$ cat src/rtl/rocc_arb_pkg.sv
// rocc_arb_pkg: shared types and helpers for the RoCC command arbiter.
//   MaxReq   - largest supported requester count; sizes requester IDs.
//   IdWidth  - width of a requester ID.
//   id_t     - requester ID type.
//   rr_pick  - round-robin search: first set bit of valid_mask at or after
//              ptr, wrapping modulo n. Returns {found, idx}.
package rocc_arb_pkg;

  // IDs are sized for the largest supported cluster (8 requesters), so the
  // package does not depend on a particular instance's NrReq.
  localparam int unsigned MaxReq  = 8;
  localparam int unsigned IdWidth = $clog2(MaxReq);

  typedef logic [IdWidth-1:0] id_t;

  typedef struct packed {
    logic found;
    id_t  idx;
  } rr_pick_t;

  function automatic rr_pick_t rr_pick(input logic [MaxReq-1:0] valid_mask,
                                       input id_t ptr,
                                       input int unsigned n);
    rr_pick_t    res;
    int unsigned c;
    res = '0;
    for (int unsigned i = 0; i < MaxReq; i++) begin
      c = {{(32-IdWidth){1'b0}}, ptr} + i;
      if (c >= n) c = c - n;
      if (i < n && !res.found && valid_mask[c[IdWidth-1:0]]) begin
        res.found = 1'b1;
        res.idx   = c[IdWidth-1:0];
      end
    end
    return res;
  endfunction

endpackage

$ cat src/rtl/rocc_cmd_arbiter_fifo.sv
// rocc_id_fifo: in-order FIFO of requester IDs awaiting a response.
//   clk_i, reset_l  clock, async active-low reset (FIFO empties)
//   push, din       write an ID (ignored when full)
//   pop             drop the head ID (ignored when empty)
//   full, empty     status from the registered count
//   head            oldest ID
// Depth must be a power of 2 and at least 2; pointers wrap naturally.
module rocc_id_fifo #(
  parameter int unsigned Depth = 4,
  parameter int unsigned Width = 3
) (
  input  logic             clk_i,
  input  logic             reset_l,
  input  logic             push,
  input  logic             pop,
  input  logic [Width-1:0] din,
  output logic             full,
  output logic             empty,
  output logic [Width-1:0] head
);

  localparam int unsigned PtrW = $clog2(Depth);

  logic [Width-1:0] mem [Depth];
  logic [PtrW-1:0]  wr_ptr, rd_ptr;
  logic [PtrW:0]    count;
  logic             do_push, do_pop;

  assign full    = (count == (PtrW+1)'(Depth));
  assign empty   = (count == '0);
  assign head    = mem[rd_ptr];
  assign do_push = push && !full;
  assign do_pop  = pop && !empty;

  always_ff @(posedge clk_i) begin
    if (do_push) mem[wr_ptr] <= din;
  end

  always_ff @(posedge clk_i or negedge reset_l) begin
    if (!reset_l) begin
      wr_ptr <= '0;
      rd_ptr <= '0;
      count  <= '0;
    end else begin
      if (do_push) wr_ptr <= wr_ptr + 1'b1;
      if (do_pop)  rd_ptr <= rd_ptr + 1'b1;
      case ({do_push, do_pop})
        2'b10:   count <= count + 1'b1;
        2'b01:   count <= count - 1'b1;
        default: count <= count;
      endcase
    end
  end

  a_no_push_full : assert property (@(posedge clk_i) disable iff (!reset_l) !(push && full));
  a_no_pop_empty : assert property (@(posedge clk_i) disable iff (!reset_l) !(pop && empty));

endmodule

$ cat src/rtl/rocc_cmd_arbiter.sv
// rocc_cmd_arbiter: shares one RoCC accelerator between NrReq requesters.
// Round-robin command arbitration with grant lock while the accelerator
// stalls; IDs of response-expecting commands are queued in order and used
// to steer each accelerator response back to its originator.
// Ports:
//   clk_i, reset_l         clock, async active-low reset
//   req_cmd_i/_xd_i/_valid_i/_ready_o   per-requester command channels
//   req_resp_o, req_resp_valid_o, req_resp_ready_i   response to requesters
//   acc_cmd_o/_valid_o/_ready_i         accelerator command port
//   acc_resp_i/_valid_i/_ready_o        accelerator response port
//   orphan_resp_o          sticky: response seen with nothing outstanding
//   perf_cmd_cnt_o         per-requester accepted-command counters, only
//                          when ROCC_ARB_PERF_EN is defined
module rocc_cmd_arbiter
  import rocc_arb_pkg::*;
#(
  parameter int unsigned NrReq          = 2,
  parameter int unsigned CmdWidth       = 128,
  parameter int unsigned RespWidth      = 69,
  parameter int unsigned MaxOutstanding = 4
) (
  input  logic                      clk_i,
  input  logic                      reset_l,
  input  logic [NrReq*CmdWidth-1:0] req_cmd_i,
  input  logic [NrReq-1:0]          req_cmd_xd_i,
  input  logic [NrReq-1:0]          req_cmd_valid_i,
  output logic [NrReq-1:0]          req_cmd_ready_o,
  output logic [RespWidth-1:0]      req_resp_o,
  output logic [NrReq-1:0]          req_resp_valid_o,
  input  logic [NrReq-1:0]          req_resp_ready_i,
  output logic [CmdWidth-1:0]       acc_cmd_o,
  output logic                      acc_cmd_valid_o,
  input  logic                      acc_cmd_ready_i,
  input  logic [RespWidth-1:0]      acc_resp_i,
  input  logic                      acc_resp_valid_i,
  output logic                      acc_resp_ready_o,
  output logic                      orphan_resp_o
`ifdef ROCC_ARB_PERF_EN
  ,
  output logic [NrReq*32-1:0]       perf_cmd_cnt_o
`endif
);

  id_t              rr_ptr_q, lock_idx_q, win_idx, fifo_head;
  logic             lock_q, orphan_q;
  logic [MaxReq-1:0] cand_mask;
  rr_pick_t         pick;
  logic             win_valid, win_xd, cmd_hs;
  logic             fifo_full, fifo_empty, fifo_push, fifo_pop;

  // A response-expecting command cannot be granted without a free FIFO slot.
  always_comb begin
    cand_mask = '0;
    win_xd    = 1'b0;
    for (int k = 0; k < NrReq; k++) begin
      cand_mask[k] = req_cmd_valid_i[k] & ~(req_cmd_xd_i[k] & fifo_full);
      if (win_idx == id_t'(k)) win_xd = req_cmd_xd_i[k];
    end
  end

  assign pick      = rr_pick(cand_mask, rr_ptr_q, NrReq);
  assign win_idx   = lock_q ? lock_idx_q : pick.idx;
  assign win_valid = reset_l & (lock_q | pick.found);
  assign cmd_hs    = win_valid & acc_cmd_ready_i;
  assign fifo_push = cmd_hs & win_xd;

  always_comb begin
    acc_cmd_o       = '0;
    req_cmd_ready_o = '0;
    for (int k = 0; k < NrReq; k++) begin
      if (win_valid && win_idx == id_t'(k)) acc_cmd_o = req_cmd_i[k*CmdWidth +: CmdWidth];
      req_cmd_ready_o[k] = cmd_hs && (win_idx == id_t'(k));
    end
  end
  assign acc_cmd_valid_o = win_valid;

  // With nothing outstanding the response is swallowed and flagged.
  always_comb begin
    req_resp_valid_o = '0;
    acc_resp_ready_o = 1'b0;
    fifo_pop         = 1'b0;
    if (reset_l) begin
      if (!fifo_empty) begin
        for (int k = 0; k < NrReq; k++) begin
          if (fifo_head == id_t'(k)) begin
            req_resp_valid_o[k] = acc_resp_valid_i;
            acc_resp_ready_o    = req_resp_ready_i[k];
          end
        end
        fifo_pop = acc_resp_valid_i & acc_resp_ready_o;
      end else begin
        acc_resp_ready_o = 1'b1;
      end
    end
  end
  assign req_resp_o    = acc_resp_i;
  assign orphan_resp_o = orphan_q;

  always_ff @(posedge clk_i or negedge reset_l) begin
    if (!reset_l) begin
      rr_ptr_q   <= '0;
      lock_q     <= 1'b0;
      lock_idx_q <= '0;
      orphan_q   <= 1'b0;
    end else begin
      if (cmd_hs) begin
        rr_ptr_q <= (win_idx == id_t'(NrReq-1)) ? '0 : win_idx + 1'b1;
        lock_q   <= 1'b0;
      end else if (win_valid) begin
        lock_q     <= 1'b1;
        lock_idx_q <= win_idx;
      end
      if (acc_resp_valid_i && fifo_empty) orphan_q <= 1'b1;
    end
  end

  rocc_id_fifo #(
    .Depth (MaxOutstanding),
    .Width (IdWidth)
  ) u_id_fifo (
    .clk_i   (clk_i),
    .reset_l (reset_l),
    .push    (fifo_push),
    .pop     (fifo_pop),
    .din     (win_idx),
    .full    (fifo_full),
    .empty   (fifo_empty),
    .head    (fifo_head)
  );

`ifdef ROCC_ARB_PERF_EN
  logic [31:0] perf_cnt_q [NrReq];
  always_ff @(posedge clk_i or negedge reset_l) begin
    if (!reset_l) begin
      for (int k = 0; k < NrReq; k++) perf_cnt_q[k] <= '0;
    end else begin
      for (int k = 0; k < NrReq; k++)
        if (cmd_hs && win_idx == id_t'(k)) perf_cnt_q[k] <= perf_cnt_q[k] + 32'd1;
    end
  end
  always_comb begin
    perf_cmd_cnt_o = '0;
    for (int k = 0; k < NrReq; k++) perf_cmd_cnt_o[k*32 +: 32] = perf_cnt_q[k];
  end
`endif

  a_cmd_stable : assert property (@(posedge clk_i) disable iff (!reset_l)
    (acc_cmd_valid_o && !acc_cmd_ready_i) |=> (acc_cmd_valid_o && $stable(acc_cmd_o)));

endmodule

$ cat config.mk
export PLATFORM = sky130hd
export DESIGN_NAME = rocc_cmd_arbiter
export DESIGN_NICKNAME = d
export VERILOG_FILES = /design/src/rtl/rocc_arb_pkg.sv /design/src/rtl/rocc_cmd_arbiter_fifo.sv /design/src/rtl/rocc_cmd_arbiter.sv
export SDC_FILE = /design/constraint.sdc
export NUM_CORES = 1
export LEC_CHECK = 0
export ABC_AREA = 1
export BUFFER_PORTS_ARGS = -buffer_cell sky130_fd_sc_hd__buf_2
export CAP_MARGIN = 20
export CORE_AREA = 3 3 207 209
export CTS_CLUSTER_SIZE = 10
export DETAILED_ROUTE_END_ITERATION = 8
export DIE_AREA = 0 0 210 212
export GPL_ROUTABILITY_DRIVEN = 1
export HOLD_SLACK_MARGIN = 0.06
export MAX_ROUTING_LAYER = met4
export PLACE_DENSITY = 0.35
export SLEW_MARGIN = 20
export SYNTH_ARGS = -nofsm -noshare
export SYNTH_HDL_FRONTEND = slang
export SYNTH_HIERARCHICAL = 1
export SYNTH_SLANG_ARGS = --single-unit
$ cat constraint.sdc
create_clock -name clk_i -period 8.77 [get_ports clk_i]
set_clock_uncertainty 0.1 [all_clocks]
set_input_delay 0.4385 -clock clk_i [delete_from_list [all_inputs] [get_ports clk_i]]
set_output_delay 0.4385 -clock clk_i [all_outputs]
set_load 0.01 [all_outputs]
# Yosys cells after proc, flatten, opt, wreduce, memory -nomap -nowiden
# Memories as Yosys holds them, arrays and structs flattened.
# Index checks and enable logic that the tools add are counted.
# op_classes
n_eq_ne,5
mux,31
n_reduce_logical,17
n_bitwise,12
n_lt_le_gt_ge,4
n_addsub,8
# op_table
cell,n
$mux 128,2
$mux 1,18
$mux 3,4
$logic_not 3->1,3
$and 1x1->1,8
$logic_and 1x1->1,8
$lt 3x4->1 const B,2
$mux 4,2
$add 3x1->3 const B,2
$bmux 1 s3,2
$eq 3x1->1 const B,2
$pmux 3 s2,1
$sub 3x2->3 const B,2
$add 2x1->2 const B,2
$add 3x1->4 const B,1
$ge 4x2->1 const B,1
$mux 2,2
$reduce_bool 2->1,2
$eq 3x3->1 const B,1
$ge 3x2->1 const B,1
$logic_not 1->1,3
$not 1->1,3
$sub 3x1->3 const B,1
$eq 2x1->1 const B,1
other kinds (3),3
# totals
ramBits,12
n_memories,1
wordCells,85
regBits,15
in_bits,335
output_inout_bits,204
# memory_table
memory,words,width,read_ports,rd_clocked_by_memory_dff,write_ports,line_no,rtl
u_id_fifo.mem,4,3,1,0,1,rocc_cmd_arbiter_fifo.sv:24,logic [Width-1:0] mem [Depth];

# Depth between registers and ports, before layout
# logic_depth
word_depth,18
ltp_mapped,24
mapped_depth_nobuf,23

# Modules after synthesis
# Netlist, hierarchy kept.
# modules_own_cells
mod,cells_per_inst,n_inst,seq_area_each_um2,area_each_um2
rocc_cmd_arbiter,621,1,200.2,3303.2
rocc_id_fifo,96,1,535.5,957.2

# Worst setup path before layout
# OpenSTA, ideal clock, no wires.
# synth_timing
kind,register to register
start,register rr_ptr_q[1]
end,register u_id_fifo.count[1]
stages_incl_launch_ff,20
t_arrival_ps,2655
period_less_slack_ps,2837
setup_time_ps,83
path_buffers,1
path_slack_ps,5933
t_required_ps,8587
cell_sequence,dfrtp_1 -> inv_1 -> ha_1 -> nand2_1 -> inv_1 -> nor2_1 -> nor2_1 -> nand2_1 -> nand3_1 -> nand2_1 -> nand2_4 -> nor2_4 -> buf_4 -> nand3_1 -> nand2_1 -> nand2_4 -> ha_1 -> inv_1 -> fa_1 -> o21ai_0
# synth_via
elab_chain_cells,16
elab_cells_between_ends,29
cone_classes,3 x add/sub; 2 x order compare; 3 x eq/ne; 12 x mux; 4 x bitwise; 5 x reduce/logical
# synth_lines
element,line_no,rtl
"start, declared",rocc_cmd_arbiter.sv:44,"id_t rr_ptr_q, lock_idx_q, win_idx, fifo_head;"
"start signal, assigned",rocc_cmd_arbiter.sv:107,rr_ptr_q <= (win_idx == id_t'(NrReq-1)) ? '0 : win_idx + 1'b1;
branches (longest 7 deep; another with $add 3x1->4),n/a,
$mux 4 *,rocc_arb_pkg.sv:30,if (i < n && !res.found && valid_mask[c[IdWidth-1:0]]) begin
$mux 3,rocc_cmd_arbiter.sv:62,assign win_idx = lock_q ? lock_idx_q : pick.idx;
$logic_not 3->1,rocc_cmd_arbiter.sv:57,if (win_idx == id_t'(k)) win_xd = req_cmd_xd_i[k];
$mux 1 (2 in series),rocc_cmd_arbiter.sv:57,
$and 1x1->1 *,rocc_cmd_arbiter.sv:65,assign fifo_push = cmd_hs & win_xd;
net fifo_push,rocc_cmd_arbiter.sv:49,"logic fifo_full, fifo_empty, fifo_push, fifo_pop;"
$logic_and 1x1->1 *,rocc_cmd_arbiter_fifo.sv:32,assign do_push = push && !full;
$eq 2x1->1 or $eq 2x2->1 (tied branches),rocc_cmd_arbiter_fifo.sv:47,"case ({do_push, do_pop})"
$pmux 3 s2 or $reduce_bool 2->1 (tied branches),n/a,
"end signal, assigned",rocc_cmd_arbiter_fifo.sv:48,2'b10: count <= count + 1'b1;
"end signal, assigned",rocc_cmd_arbiter_fifo.sv:49,2'b01: count <= count - 1'b1;
"end signal, assigned",rocc_cmd_arbiter_fifo.sv:50,default: count <= count;
"end, declared",rocc_cmd_arbiter_fifo.sv:26,logic [PtrW:0] count;
# Mark *: on every way through the listed nets, which the timed path passes. The select of a mux whose other input is x is not followed.
# A chain may end at the register's enable or synchronous reset.

# Worst setup path in the final report
# layout_timing
start,register rr_ptr_q[1]
end,output port acc_cmd_o[11]
# layout_via
elab_chain_cells,13
elab_cells_between_ends,24
cone_classes,3 x add/sub; 2 x order compare; 1 x eq/ne; 11 x mux; 2 x bitwise; 5 x reduce/logical
# layout_lines
element,line_no,rtl
branches (longest 7 deep; another with $add 3x1->4),n/a,
$mux 4 *,rocc_arb_pkg.sv:30,
$mux 3 or $or 1x1->1 (tied branches),"rocc_cmd_arbiter.sv:62, rocc_cmd_arbiter.sv:63",
$logic_not 3->1 or $and 1x1->1 (tied branches),"rocc_cmd_arbiter.sv:71, rocc_cmd_arbiter.sv:63",
$logic_and 1x1->1,rocc_cmd_arbiter.sv:71,if (win_valid && win_idx == id_t'(k)) acc_cmd_o = req_cmd_i[k*CmdWidth +: CmdWidth];
$mux 128,rocc_cmd_arbiter.sv:71,
$mux 128 *,rocc_cmd_arbiter.sv:71,
"end, declared",rocc_cmd_arbiter.sv:31,"output logic [CmdWidth-1:0] acc_cmd_o,"
# Every way passes the cells marked *. The select of a mux whose other input is x is not followed.

==> impl_metrics.env <==
export IMPL_status="finished, final reports clean"
export IMPL_synth_cell_types=29
export IMPL_rrSetupSlack_ps=4710
export IMPL_r2r_start="rr_ptr_q[1]$_DFFE_PN0P_"
export IMPL_slew_violations=0
export IMPL_rows=74
export IMPL_min_delay_path_depth=2
export IMPL_synth_top_area_frac=0.277
export IMPL_seqCellArea_um2=736
export IMPL_cts_setup_buffers=0
export IMPL_vias_per_cell=3.78
export IMPL_root_buffer="clkbuf_16"
export IMPL_synth_cell_area_um2=4260
export IMPL_min_to="orphan_resp_o$_DFFE_PN0P_"
export IMPL_ff2ff_path_depth=18
export IMPL_total_leakage_power_uw=0.00375
export IMPL_core_area_um2=41000
export IMPL_finalSetupViolCount=0
export IMPL_worst_pin_slew_ps=900
export IMPL_postSynthAreaPerCell_um2=5.94
export IMPL_drt_iter0_drc=249
export IMPL_cp_end_kind="output pin"
export IMPL_ys_flop_type="dfrtp_1"
export IMPL_instances_no_fill=1535
export IMPL_grt_max_degree=83
export IMPL_synthTopCellsByCount="nand2_1, nand4_1, buf_4"
export IMPL_fin_tns_setup_ps=0
export IMPL_relSlewSlack=0.400
export IMPL_worst_path_max_fanout=69
export IMPL_cts_resized=0
export IMPL_synth_fp_nets=1063
export IMPL_drtPass1Iterations=4
export IMPL_ctsHoldBuffers=1
export IMPL_required_ps=8230
export IMPL_dp_hpwl_mm=19.3
export IMPL_initial_core_util=0.104
export IMPL_hold_viol=0
export IMPL_gr_usage_all_layers=0.0998
export IMPL_min_from="acc_resp_valid_i"
export IMPL_drc=0
export IMPL_worst_hold_path_type="primary input to flip-flop"
export IMPL_powerDensity_nw_per_um2=230
export IMPL_drt_total_wl_mm=23.6
export IMPL_power_uw=1430
export IMPL_ys_seq_area_frac=0.173
export IMPL_die_w_um=210
export IMPL_vdd_drop_max_mv=0.0884
export IMPL_synth_async_reset_ratio=0.556
export IMPL_setup_slack_ps=4390
export IMPL_cpMostUsedCell="nand2_1"
export IMPL_die_area_um2=44500
export IMPL_cp_slowest_cell="buf_4"
export IMPL_dp_cells=1529
export IMPL_insertion_delay_ps=260
export IMPL_drive_above_1_share=0.423
export IMPL_yosysMostFrequentCell="nand2_1"
export IMPL_vias=5808
export IMPL_path_cells="inv_1 > ha_1 > nand2_1 > inv_1 > nor2_1 > nor2_1 > nand2_1 > nand3_1 > nand2_1 > nand2_4 > nor2_4 > buf_4 > buf_4 > nand2_1 > nand2_1 > buf_2"
export IMPL_cts_sinks=27
export IMPL_arrival_ps=3840
export IMPL_ys_top_cells_by_area="nand2_1, nand4_1, buf_4"
export IMPL_nFillCells=4825
export IMPL_cpLargestDelayFamily="buffers and inverters"
export IMPL_numCtsBuffers=3
export IMPL_cts_buffer_depth=2
export IMPL_path_clk_slew_ps=70
export IMPL_io_pins=539
export IMPL_rsz0062_at_grt="no"
export IMPL_final_util=0.152
export IMPL_reg2reg_to="u_id_fifo/count[1]$_DFFE_PN0P_"
export IMPL_slowest_delay_ps=640
export IMPL_multiInputGateArea_um2=2490
export IMPL_die_y_um=212
export IMPL_fin_crit_sh=0.500
export IMPL_synth_edf_count=12
export IMPL_synth_seq_cells=27
export IMPL_cts_tree="done"
export IMPL_h_tree_depth=1
export IMPL_synth_largest_area_cell="nand2_1"
export IMPL_crit_type="flip-flop to output pin"
export IMPL_yosysWarnings=6
export IMPL_grt_pass1_wl_mm=34.0
export IMPL_startpoint_type="flip-flop"
export IMPL_fmax_mhz=228
export IMPL_gp_congestion=0.844
export IMPL_antenna_found_initial=7
export IMPL_period_needed_ps=4380
export IMPL_route_antenna_remaining_nets=0
export IMPL_synthesis_instances=717
export IMPL_cap_violations=0
export IMPL_portBuffers=400
export IMPL_area_delta_synth_final_pct=46.1
export IMPL_grt_pass1_vias=5733
export IMPL_path_buf_inv=5
export IMPL_nNetsFinal=1349
export IMPL_grt_remaining_overflow=0
export IMPL_wl_per_cell_um=15.4
export IMPL_pre_cts_ws_ps=4580
==> logic make-up after synthesis <==
| group | Yosys count | synth area share |
|---|---|---|
| AOI/OAI and AO/OA | 21 | 0.0291 |
| adders and majority gates | 11 | 0.0341 |
| buffers and inverters | 177 | 0.245 |
| xor gates and xnor gates | 1 | 0.00206 |
| and+or+nand+nor | 480 | 0.517 |
| DFF | 27 | 0.173 |
==> sequential cells by signal (all words and copies together) (netlist names) <==
register and cells:
u_id_fifo/mem 12, lock_idx_q 3, u_id_fifo/rd_ptr 2, lock_q 1, u_id_fifo/count 3, rr_ptr_q 3, u_id_fifo/wr_ptr 2, orphan_resp_o 1
==> worst max-delay path by stage <==
stage | depth (start not counted) | to | start | slack, ps
2_1_floorplan | 19 | u_id_fifo/count[1]$_DFFE_PN0P_ | rr_ptr_q[1]$_DFFE_PN0P_ | 5930
3_5_place_dp | 16 | acc_cmd_o[11] | rr_ptr_q[1]$_DFFE_PN0P_ | 4580
3_3_place_gp | 16 | acc_cmd_o[11] | rr_ptr_q[1]$_DFFE_PN0P_ | 4550
5_1_grt | 16 | acc_cmd_o[10] | rr_ptr_q[1]$_DFFE_PN0P_ | 3950
4_1_cts | 16 | acc_cmd_o[11] | rr_ptr_q[1]$_DFFE_PN0P_ | 4280
6_report | 16 | acc_cmd_o[11] | rr_ptr_q[1]$_DFFE_PN0P_ | 4390
==> cell type report <==
type,instances,area share
clock inverter,1,0.000804
inverter,51,0.0312
multi-input combinational,513,0.400
tap,532,0.107
sequential,27,0.118
timing repair buffer,407,0.330
antenna,1,0.000402
clock buffer,3,0.0121
==> metal layers <==
metal	track usage	wire [um]	part of all wire	up-vias
li1	-	-	-	2874
met1	0.124	9840	0.42	2615
met2	0.173	11800	0.50	299
met3	0.0235	1670	0.071	20
met4	0.00767	224	0.0095	0
met5	-	0	0	-
==> per-stage QoR <==
step                cell area [um2]  hold slack (ps)
global placement               6130              338
finish                         6220              295
floorplan                      4260             42.9
CTS                            6220              288
detailed placement             6130              341
global route                   6220              294
==> where the power goes <==
group	leakage [uW]	switching [uW]	internal, uW
Sequential	0.000308	22.8	159
Clock	0.0000409	45.4	61.6
Combinational	0.00340	760	381
Total	0.00375	828	602
==> cells in the final DEF, fill, tap and decap left out, drive strengths merged, types with 2 or more instances in the layout <==
| cell type | netlist | routed |
|---|---|---|
| buf | 115 | 406 |
| clkbuf | 11 | 3 |
| dfrtp | 15 | 15 |
| edfxtp | 12 | 12 |
| ha | 10 | 10 |
| inv | 51 | 51 |
| nand2 | 316 | 316 |
| nand3 | 15 | 15 |
| nand4 | 130 | 130 |
| nor2 | 15 | 15 |
| nor3 | 2 | 2 |
| o211ai | 6 | 6 |
| o21ai | 12 | 12 |
Power figures use the tool's default switching activity.
